`src/rtl/w3op_pkg.sv`:
```
// Shared types for the w3op receive front end: opcodes, code-word field slices,
// the decoded-op record carried through the FIFO, and the sequencing states.
// Pure declarations; no logic, latency or flow control of its own.
package w3op_pkg;

    localparam int W3_AW  = 10;
    localparam int OPC_HI = 35;
    localparam int OPC_LO = 30;
    localparam int RD_HI  = 29;
    localparam int RD_LO  = 20;
    localparam int RA_HI  = 19;
    localparam int RA_LO  = 10;
    localparam int RB_HI  = 9;
    localparam int RB_LO  = 0;

    typedef enum logic [5:0] {
        OPC_NOP  = 6'h00,
        OPC_ADD  = 6'h01,
        OPC_SUB  = 6'h02,
        OPC_AND  = 6'h03,
        OPC_OR   = 6'h04,
        OPC_XOR  = 6'h05,
        OPC_MOV  = 6'h06,
        OPC_HALT = 6'h3F
    } opcode_e;

    typedef struct packed {
        logic [5:0]       op_code;
        logic [W3_AW-1:0] rd;
        logic [W3_AW-1:0] ra;
        logic [W3_AW-1:0] rb;
        logic             illegal;
    } dec_op_t;

    typedef enum logic [1:0] {
        ST_RUN    = 2'd0,
        ST_DRAIN  = 2'd1,
        ST_HALTED = 2'd2
    } state_e;

    function automatic logic is_legal(input logic [5:0] opc);
        case (opc)
            OPC_NOP, OPC_ADD, OPC_SUB, OPC_AND, OPC_OR,
            OPC_XOR, OPC_MOV, OPC_HALT: is_legal = 1'b1;
            default:                    is_legal = 1'b0;
        endcase
    endfunction

endpackage

```
`src/rtl/w3op_fifo.sv`:
```
// Generic synchronous FIFO of decoded ops; head entry is read straight from storage.
// Latency: an entry pushed at edge N is visible at the head after edge N.
// Backpressure: push ignored while full, pop ignored while empty; a pop never frees a slot for the same edge.
module w3op_fifo
    import w3op_pkg::*;
#(
    parameter int DEPTH = 4
) (
    input  logic    clock,
    input  logic    reset,
    input  logic    push,
    input  dec_op_t push_dat,
    input  logic    pop,
    output dec_op_t head_dat,
    output logic    full,
    output logic    empty,
    output logic    last
);

    localparam int PW = $clog2(DEPTH);

    dec_op_t       mem [DEPTH];
    logic [PW-1:0] wr_ptr;
    logic [PW-1:0] rd_ptr;
    logic [PW:0]   count;
    logic          do_push;
    logic          do_pop;

    assign full     = (count == (PW+1)'(DEPTH));
    assign empty    = (count == '0);
    assign last     = (count == (PW+1)'(1));
    assign do_push  = push && !full;
    assign do_pop   = pop && !empty;
    assign head_dat = mem[rd_ptr];

    // Storage is cleared so the head fields read as zero straight out of reset.
    always_ff @(posedge clock) begin
        if (reset) begin
            wr_ptr <= '0;
            rd_ptr <= '0;
            count  <= '0;
            for (int i = 0; i < DEPTH; i++) begin
                mem[i] <= '0;
            end
        end else begin
            if (do_push) begin
                mem[wr_ptr] <= push_dat;
                wr_ptr      <= wr_ptr + PW'(1);
            end
            if (do_pop) begin
                rd_ptr <= rd_ptr + PW'(1);
            end
            case ({do_push, do_pop})
                2'b10:   count <= count + (PW+1)'(1);
                2'b01:   count <= count - (PW+1)'(1);
                default: count <= count;
            endcase
        end
    end

endmodule

```
`src/rtl/w3op_decode.sv`:
```
// Decodes 36-bit three-operand words into ops, drops NOPs, flags illegal opcodes, sequences HALT.
// Latency: a word accepted at edge N appears on op_* after edge N; no combinational code->op path.
// Backpressure: code_ready depends only on registered state (RUN and FIFO not full).
module w3op_decode
    import w3op_pkg::*;
#(
    parameter int DEPTH = 4,
    parameter int AW    = W3_AW
) (
    input  logic          clock,
    input  logic          reset,
    input  logic          code_valid,
    input  logic [35:0]   code,
    output logic          code_ready,
    output logic          op_valid,
    input  logic          op_ready,
    output logic [5:0]    op_code,
    output logic [AW-1:0] op_rd,
    output logic [AW-1:0] op_ra,
    output logic [AW-1:0] op_rb,
    output logic          op_illegal,
    output logic          halted,
    output logic [31:0]   instr_count
);

    state_e     state;
    dec_op_t    dec_op;
    dec_op_t    head_op;
    logic [5:0] opc;
    logic       accept;
    logic       push;
    logic       pop;
    logic       full;
    logic       empty;
    logic       last;

    assign opc        = code[OPC_HI:OPC_LO];
    assign code_ready = (state == ST_RUN) && !full;
    assign accept     = code_valid && code_ready;
    assign push       = accept && (opc != OPC_NOP);
    assign pop        = op_ready && !empty;

    always_comb begin
        dec_op.op_code = opc;
        dec_op.rd      = code[RD_HI:RD_LO];
        dec_op.ra      = code[RA_HI:RA_LO];
        dec_op.rb      = code[RB_HI:RB_LO];
        dec_op.illegal = !is_legal(opc);
        // MOV has no second source; the execute stage expects rb cleared.
        if (opc == OPC_MOV) begin
            dec_op.rb = '0;
        end
    end

    w3op_fifo #(
        .DEPTH (DEPTH)
    ) u_fifo (
        .clock    (clock),
        .reset    (reset),
        .push     (push),
        .push_dat (dec_op),
        .pop      (pop),
        .head_dat (head_op),
        .full     (full),
        .empty    (empty),
        .last     (last)
    );

    assign op_valid   = !empty;
    assign op_code    = head_op.op_code;
    assign op_rd      = head_op.rd;
    assign op_ra      = head_op.ra;
    assign op_rb      = head_op.rb;
    assign op_illegal = head_op.illegal;

    // No pushes occur in DRAIN, so popping the last entry is the HALT leaving.
    always_ff @(posedge clock) begin
        if (reset) begin
            state       <= ST_RUN;
            halted      <= 1'b0;
            instr_count <= '0;
        end else begin
            if (accept && (instr_count != '1)) begin
                instr_count <= instr_count + 32'd1;
            end
            case (state)
                ST_RUN: begin
                    if (accept && (opc == OPC_HALT)) begin
                        state <= ST_DRAIN;
                    end
                end
                ST_DRAIN: begin
                    if (pop && last) begin
                        state  <= ST_HALTED;
                        halted <= 1'b1;
                    end
                end
                ST_HALTED: state <= ST_HALTED;
                default:   state <= ST_RUN;
            endcase
        end
    end

endmodule

```
`config.mk`:
```
export PLATFORM = sky130hd
export DESIGN_NAME = w3op_decode
export DESIGN_NICKNAME = d
export VERILOG_FILES = /design/src/rtl/w3op_pkg.sv /design/src/rtl/w3op_fifo.sv /design/src/rtl/w3op_decode.sv
export SDC_FILE = /design/constraint.sdc
export NUM_CORES = 1
export LEC_CHECK = 0
export CORE_ASPECT_RATIO = 0.5
export CORE_MARGIN = 2
export CORE_UTILIZATION = 50
export DETAILED_ROUTE_END_ITERATION = 8
export PLACE_DENSITY_LB_ADDON = 0.25
export SYNTH_ARGS = -nofsm -noshare
export SYNTH_HDL_FRONTEND = slang
export SYNTH_SLANG_ARGS = --single-unit
```
`constraint.sdc`:
```
create_clock -name clock -period 3.4 [get_ports clock]
set_input_delay 0.51 -clock clock [delete_from_list [all_inputs] [get_ports clock]]
set_output_delay 0.51 -clock clock [all_outputs]
set_load 0.02 [all_outputs]
```
==> Word level (Yosys, flattened, before mapping) <==
Memory sizes are Yosys's and may differ from the RTL's. A register that Yosys moved wholly into a read port is not among the register bits.
Index checks and enable logic that the tools add are counted.
{ "word_totals": {"register_bits": 42, "ramBits": 148, "in_bits": 40, "mem_count": 1} }
{ "mem_list": {"columns": ["name", "words", "word_bits", "read_ports", "rd_clocked_by_memory_dff", "write_ports", "line_no", "rtl"], "rows": [
  ["u_fifo.mem", 4, 37, 1, 1, 4, "w3op_fifo.sv:22", "dec_op_t mem [DEPTH];"]
]} }
{ "op_classes": {"addsub": 5, "eq_ne": 16, "mux": 16, "reduce_logical": 21} }
{ "ops": {"columns": ["cell", "n"], "rows": [
  ["2-to-1 mux 37 bit", 1],
  ["OR reduction 37 bit", 1],
  ["adder 32 x 1 -> 32 bit (second input constant)", 1],
  ["!= test 32 bit (second input constant)", 1],
  ["equality test 6 x 3 -> 1 bit (second input constant)", 3],
  ["equality test 6 x 2 -> 1 bit (second input constant)", 2],
  ["2-to-1 mux 10 bit", 1],
  ["2-to-1 mux 2 bit", 5],
  ["logical AND 1 bit", 9],
  ["OR reduction 8 bit", 1],
  ["2-to-1 mux 1 bit", 7],
  ["equality test 6 x 1 -> 1 bit (second input constant)", 1],
  ["equality test 6 bit (second input constant)", 1],
  ["logical NOT 6 bit", 1],
  ["one-hot mux 2 bit (3 select lines)", 1],
  ["one-hot mux 3 bit (2 select lines)", 1],
  ["nonzero test 6 bit", 1],
  ["adder 2 x 1 -> 2 bit (second input constant)", 2],
  ["equality test 2 x 1 -> 1 bit (second input constant)", 2],
  ["equality test 2 bit (second input constant)", 2],
  ["AND reduction 2 bit", 2],
  ["adder 3 x 1 -> 3 bit (second input constant)", 1],
  ["equality test 3 x 1 -> 1 bit (second input constant)", 1],
  ["equality test 3 bit (second input constant)", 1],
  ["other kinds (7)", 9]
]} }

==> Depth between registers and ports, before layout <==
{ "logic_depth": {"ltp_word": 11, "depth_mapped": 9, "ltp_nobuf": 9} }

==> Modules after synthesis <==
A second synthesis with hierarchy kept.
{ "hier_totals": {"hier_cells": 647, "area_unflattened_um2": 8939.8} }
{ "modules_own_cells": {"columns": ["mod", "n_inst", "cells_each", "area_each_um2", "seq_area_each_um2"], "rows": [
  ["w3op_fifo", 1, 412, 6910.4, 4624.4],
  ["w3op_decode", 1, 235, 2029.4, 700.7]
]} }

==> Least setup slack after synthesis <==
OpenSTA, ideal clock, no wires.
{ "synth_timing": {"kind": "register to register", "from": "register u_fifo.count[0]", "to": "memory u_fifo.mem[0][0] (netlist name) (enable)", "setup_time_ps": 400, "t_arrival_ps": 2666, "slack_ps": 334, "path_stages_with_launch": 8, "path_buffers": 0, "period_less_slack_ps": 3066, "cell_sequence": "dfxtp_1 > inv_1 > ha_1 > a21boi_2 > o311a_1 > nand2b_1 > or3_1 > nand2b_1"} }
{ "synth_rtl": {"columns": ["element", "line_no", "rtl"], "rows": [
  ["start, declared", "w3op_fifo.sv:25", "logic [PW:0] count;"],
  ["start signal, assigned", "w3op_fifo.sv:54", "2'b10: count <= count + (PW+1)'(1);"],
  ["start signal, assigned", "w3op_fifo.sv:55", "2'b01: count <= count - (PW+1)'(1);"],
  ["start signal, assigned", "w3op_fifo.sv:56", "default: count <= count;"],
  ["end, declared", "w3op_fifo.sv:22", null]
]} }

==> metrics.cfg <==
[run_status]
outcome = finished, final reports clean

[floorplan]
dieArea_um2 = 18100
num_rows = 33
initial_core_util_pct = 51.4
die_y_um = 96.2
coreArea_um2 = 16500
io_pins = 112
die_w_um = 188

[critical_path]
ff2ff_setup_slack_ps = 560
cp_slowest_cell = nor3_2
end_kind = register
critPathArrivalTime_ps = 3150
cpPeakStageDelay_ps = 780
rr_worst_depth = 8
required_ps = 3710
path_max_fanout = 16
cp.depth = 8
path_cells = inv_1 > ha_1 > a21boi_2 > o311a_1 > nand2b_1 > nor3_2 > buf_4 > and2_1
crit_family = simple AND/OR/NAND/NOR gates
critPathBufInv = 2
critical_path_class = reg -> reg
startpoint_type = register

[timing]
slew_viol_final = 0
timing.setup.tns_ps = 0
hold_viol = 0
setup_viol = 0
post-route-min-period_ps = 2840
slew-limit-headroom_pct = 21.4
rsz0062_at_grt = no
clock.fmax_ghz = 0.352
fin_crit_sh_pct = 83.7
final.setup_skew_ps = 15.1
worst_slew_pin_slew_ps = 1180

[yosys]
syn_area_um2 = 8490
synthDistinctLibCells = 57
ys_seq_area_share_pct = 62.7
synthCells = 667
synth_warnings = 0
async_flop_share_pct = 0
synth_edf_count = 148
synth.net_count = 716
ys_dominant_reg_cell = edfxtp_1
ys_ff_latch = 192
synth_area_per_cell_um2 = 12.7

[final_layout]
nNetsFinal = 830
design_area_um2 = 10500
multi_input_area_um2 = 2900
fillerInstances = 1267
regArea_um2 = 5330
antenna_cells = 0
finalCoreUtilization_pct = 63.6
drive_above_1_share_pct = 13.7
synthToLayoutAreaGrowth_pct = 23.6

[clock_tree]
post_cts_buffers = 0
htreeDepth = 4
cts_num_sinks = 192
cts_buffers = 17
root_buffer = clkbuf_16
cts_tree = built
insertion_delay_ps = 450
cts.path.max_buffers = 2
clk_pin_slew_ps = 70
cts_hold_buf = 0
post_cts_resized = 0

[power_and_ir_drop]
p_per_area_nw_per_um2 = 637
p_leak_nw = 3.82
vdd_drop_max_mv = 0.445

[run]
maxCapViolCount = 0

[hold_path]
hold_path_depth = 2
hp-class = reg -> reg

[routing]
drc_errors = 0
via_count = 5655
totalWireLength_mm = 18.5
first_pass_iters = 4
antenna_left = 0
via_per_inst = 5.54
drt-initial-drc-count = 396
wire_per_inst_um = 18.1

[placement]
routabilityCongestion = 0.797
hpwl_mm = 11.3
place_area_um2 = 9900
port_buffers = 111

[global_routing]
gr-total-overflow = 0
antenna_found_initial = 0
grt_start_max_net_pins = 48
grt_first_pass_wirelength_mm = 29.2
grt_pass1_vias = 5649
grt_use_total_pct = 21.6

==> worst min-delay path: stages (launching register included) <==
cell     delay, ps
dfxtp_1        330
a21oi_1         40
nor2_1          80
==> per-layer routing <==
layer / GRT usage, % / up-vias / routed length, µm
met3: 5.25 / 25 / 987
met4: 8.07 / 0 / 315
met5: 0 / - / 0
met2: 36.8 / 137 / 9050
met1: 27.5 / 2843 / 8110
li1: - / 2650 / -
==> final cells by class <==
| type | count | share of cell area [%] |
|---|---|---|
| tap | 227 | 2.70 |
| clock inverter | 14 | 1.62 |
| inverter | 38 | 1.36 |
| sequential | 192 | 50.7 |
| timing repair buffer | 127 | 11.8 |
| multi-input combinational | 405 | 27.6 |
| clock buffer | 18 | 4.09 |
==> per-stage QoR <==
stage | cells | power [mW] | hold WS [ps] | setup slack (ps)
detailed placement | 989 | 4.72 | 475 | 390
CTS | 1021 | 6.75 | 494 | 459
finish | 1021 | 6.68 | 488 | 555
global placement | 989 | 4.70 | 456 | 454
global route | 1021 | 6.97 | 518 | 351
floorplan | 667 | 4.01 | 463 | 334
==> worst paths after layout <==
| kind | from | to |
|---|---|---|
| worst max-delay path | u_fifo.count[0] | u_fifo.mem[0][31] |
| worst max register to register | u_fifo.count[0] | u_fifo.mem[0][31] |
| worst min register to register | halted | halted |
| worst min-delay path | halted | halted |
==> synthesized netlist by cell type (all sizes together), types with 9 or more instances <==
cell      n  area [µm²]
ha        9         113
inv      38         143
or3      14        87.6
o21ai    14        70.1
clkbuf   24        90.1
nand3    14        70.1
mux4     37         833
dfxtp    44         881
nand2    57         214
a21oi    26         130
nor2    119         449
and2     28         175
edfxtp  148        4440
or4       9        71.3
==> power by group <==
| part | switching (mW) | internal (mW) | total, mW | leakage, nW |
|---|---|---|---|---|
| Combinational | 0.937 | 0.829 | 1.77 | 1.64 |
| Sequential | 0.0946 | 2.79 | 2.89 | 1.89 |
| Clock | 0.982 | 1.05 | 2.03 | 0.281 |
| Total | 2.01 | 4.67 | 6.68 | 3.82 |
==> state kept, by name, summed over array words and instances, names as in the netlist, named ones only <==
register / flops
u_fifo.mem: 148
instr_count: 32
u_fifo.wr_ptr: 2
u_fifo.rd_ptr: 2
state: 2
halted: 1
u_fifo.count: 3
==> logic make-up after synthesis <==
kind of cell    after synthesis  share of synthesized area, %
flops                       192                          62.7
simple gates                277                          16.2
buf+inv                      70                          3.29
fa+ha+maj                     9                          1.33
compound gates               65                          4.86
mux                          41                          10.3
xor+xnor                     13                          1.34
==> cells in the final DEF (no fill, tap or decap), types with 3 or more instances in the layout <==
cell and n:
edfxtp_1 148, mux2i_1 3, nand2b_2 3, or3_1 14
inv_1 37, clkdlybuf4s50_1 111, and3_1 4, clkinvlp_4 3
nor2_1 118, ha_1 9, mux4_2 37, or4_1 8
and2_1 27, xnor2_1 8, nand2_1 57, dfxtp_1 42
nand3_1 14, clkbuf_16 17, a2111oi_0 4, o31ai_1 8
buf_4 15, a21oi_1 26, nand4_1 5, xor2_1 5
clkinv_8 3, o21ai_0 13, and4_1 3, nand2b_1 3
inv_8 3
Power figures use the tool's default switching activity.
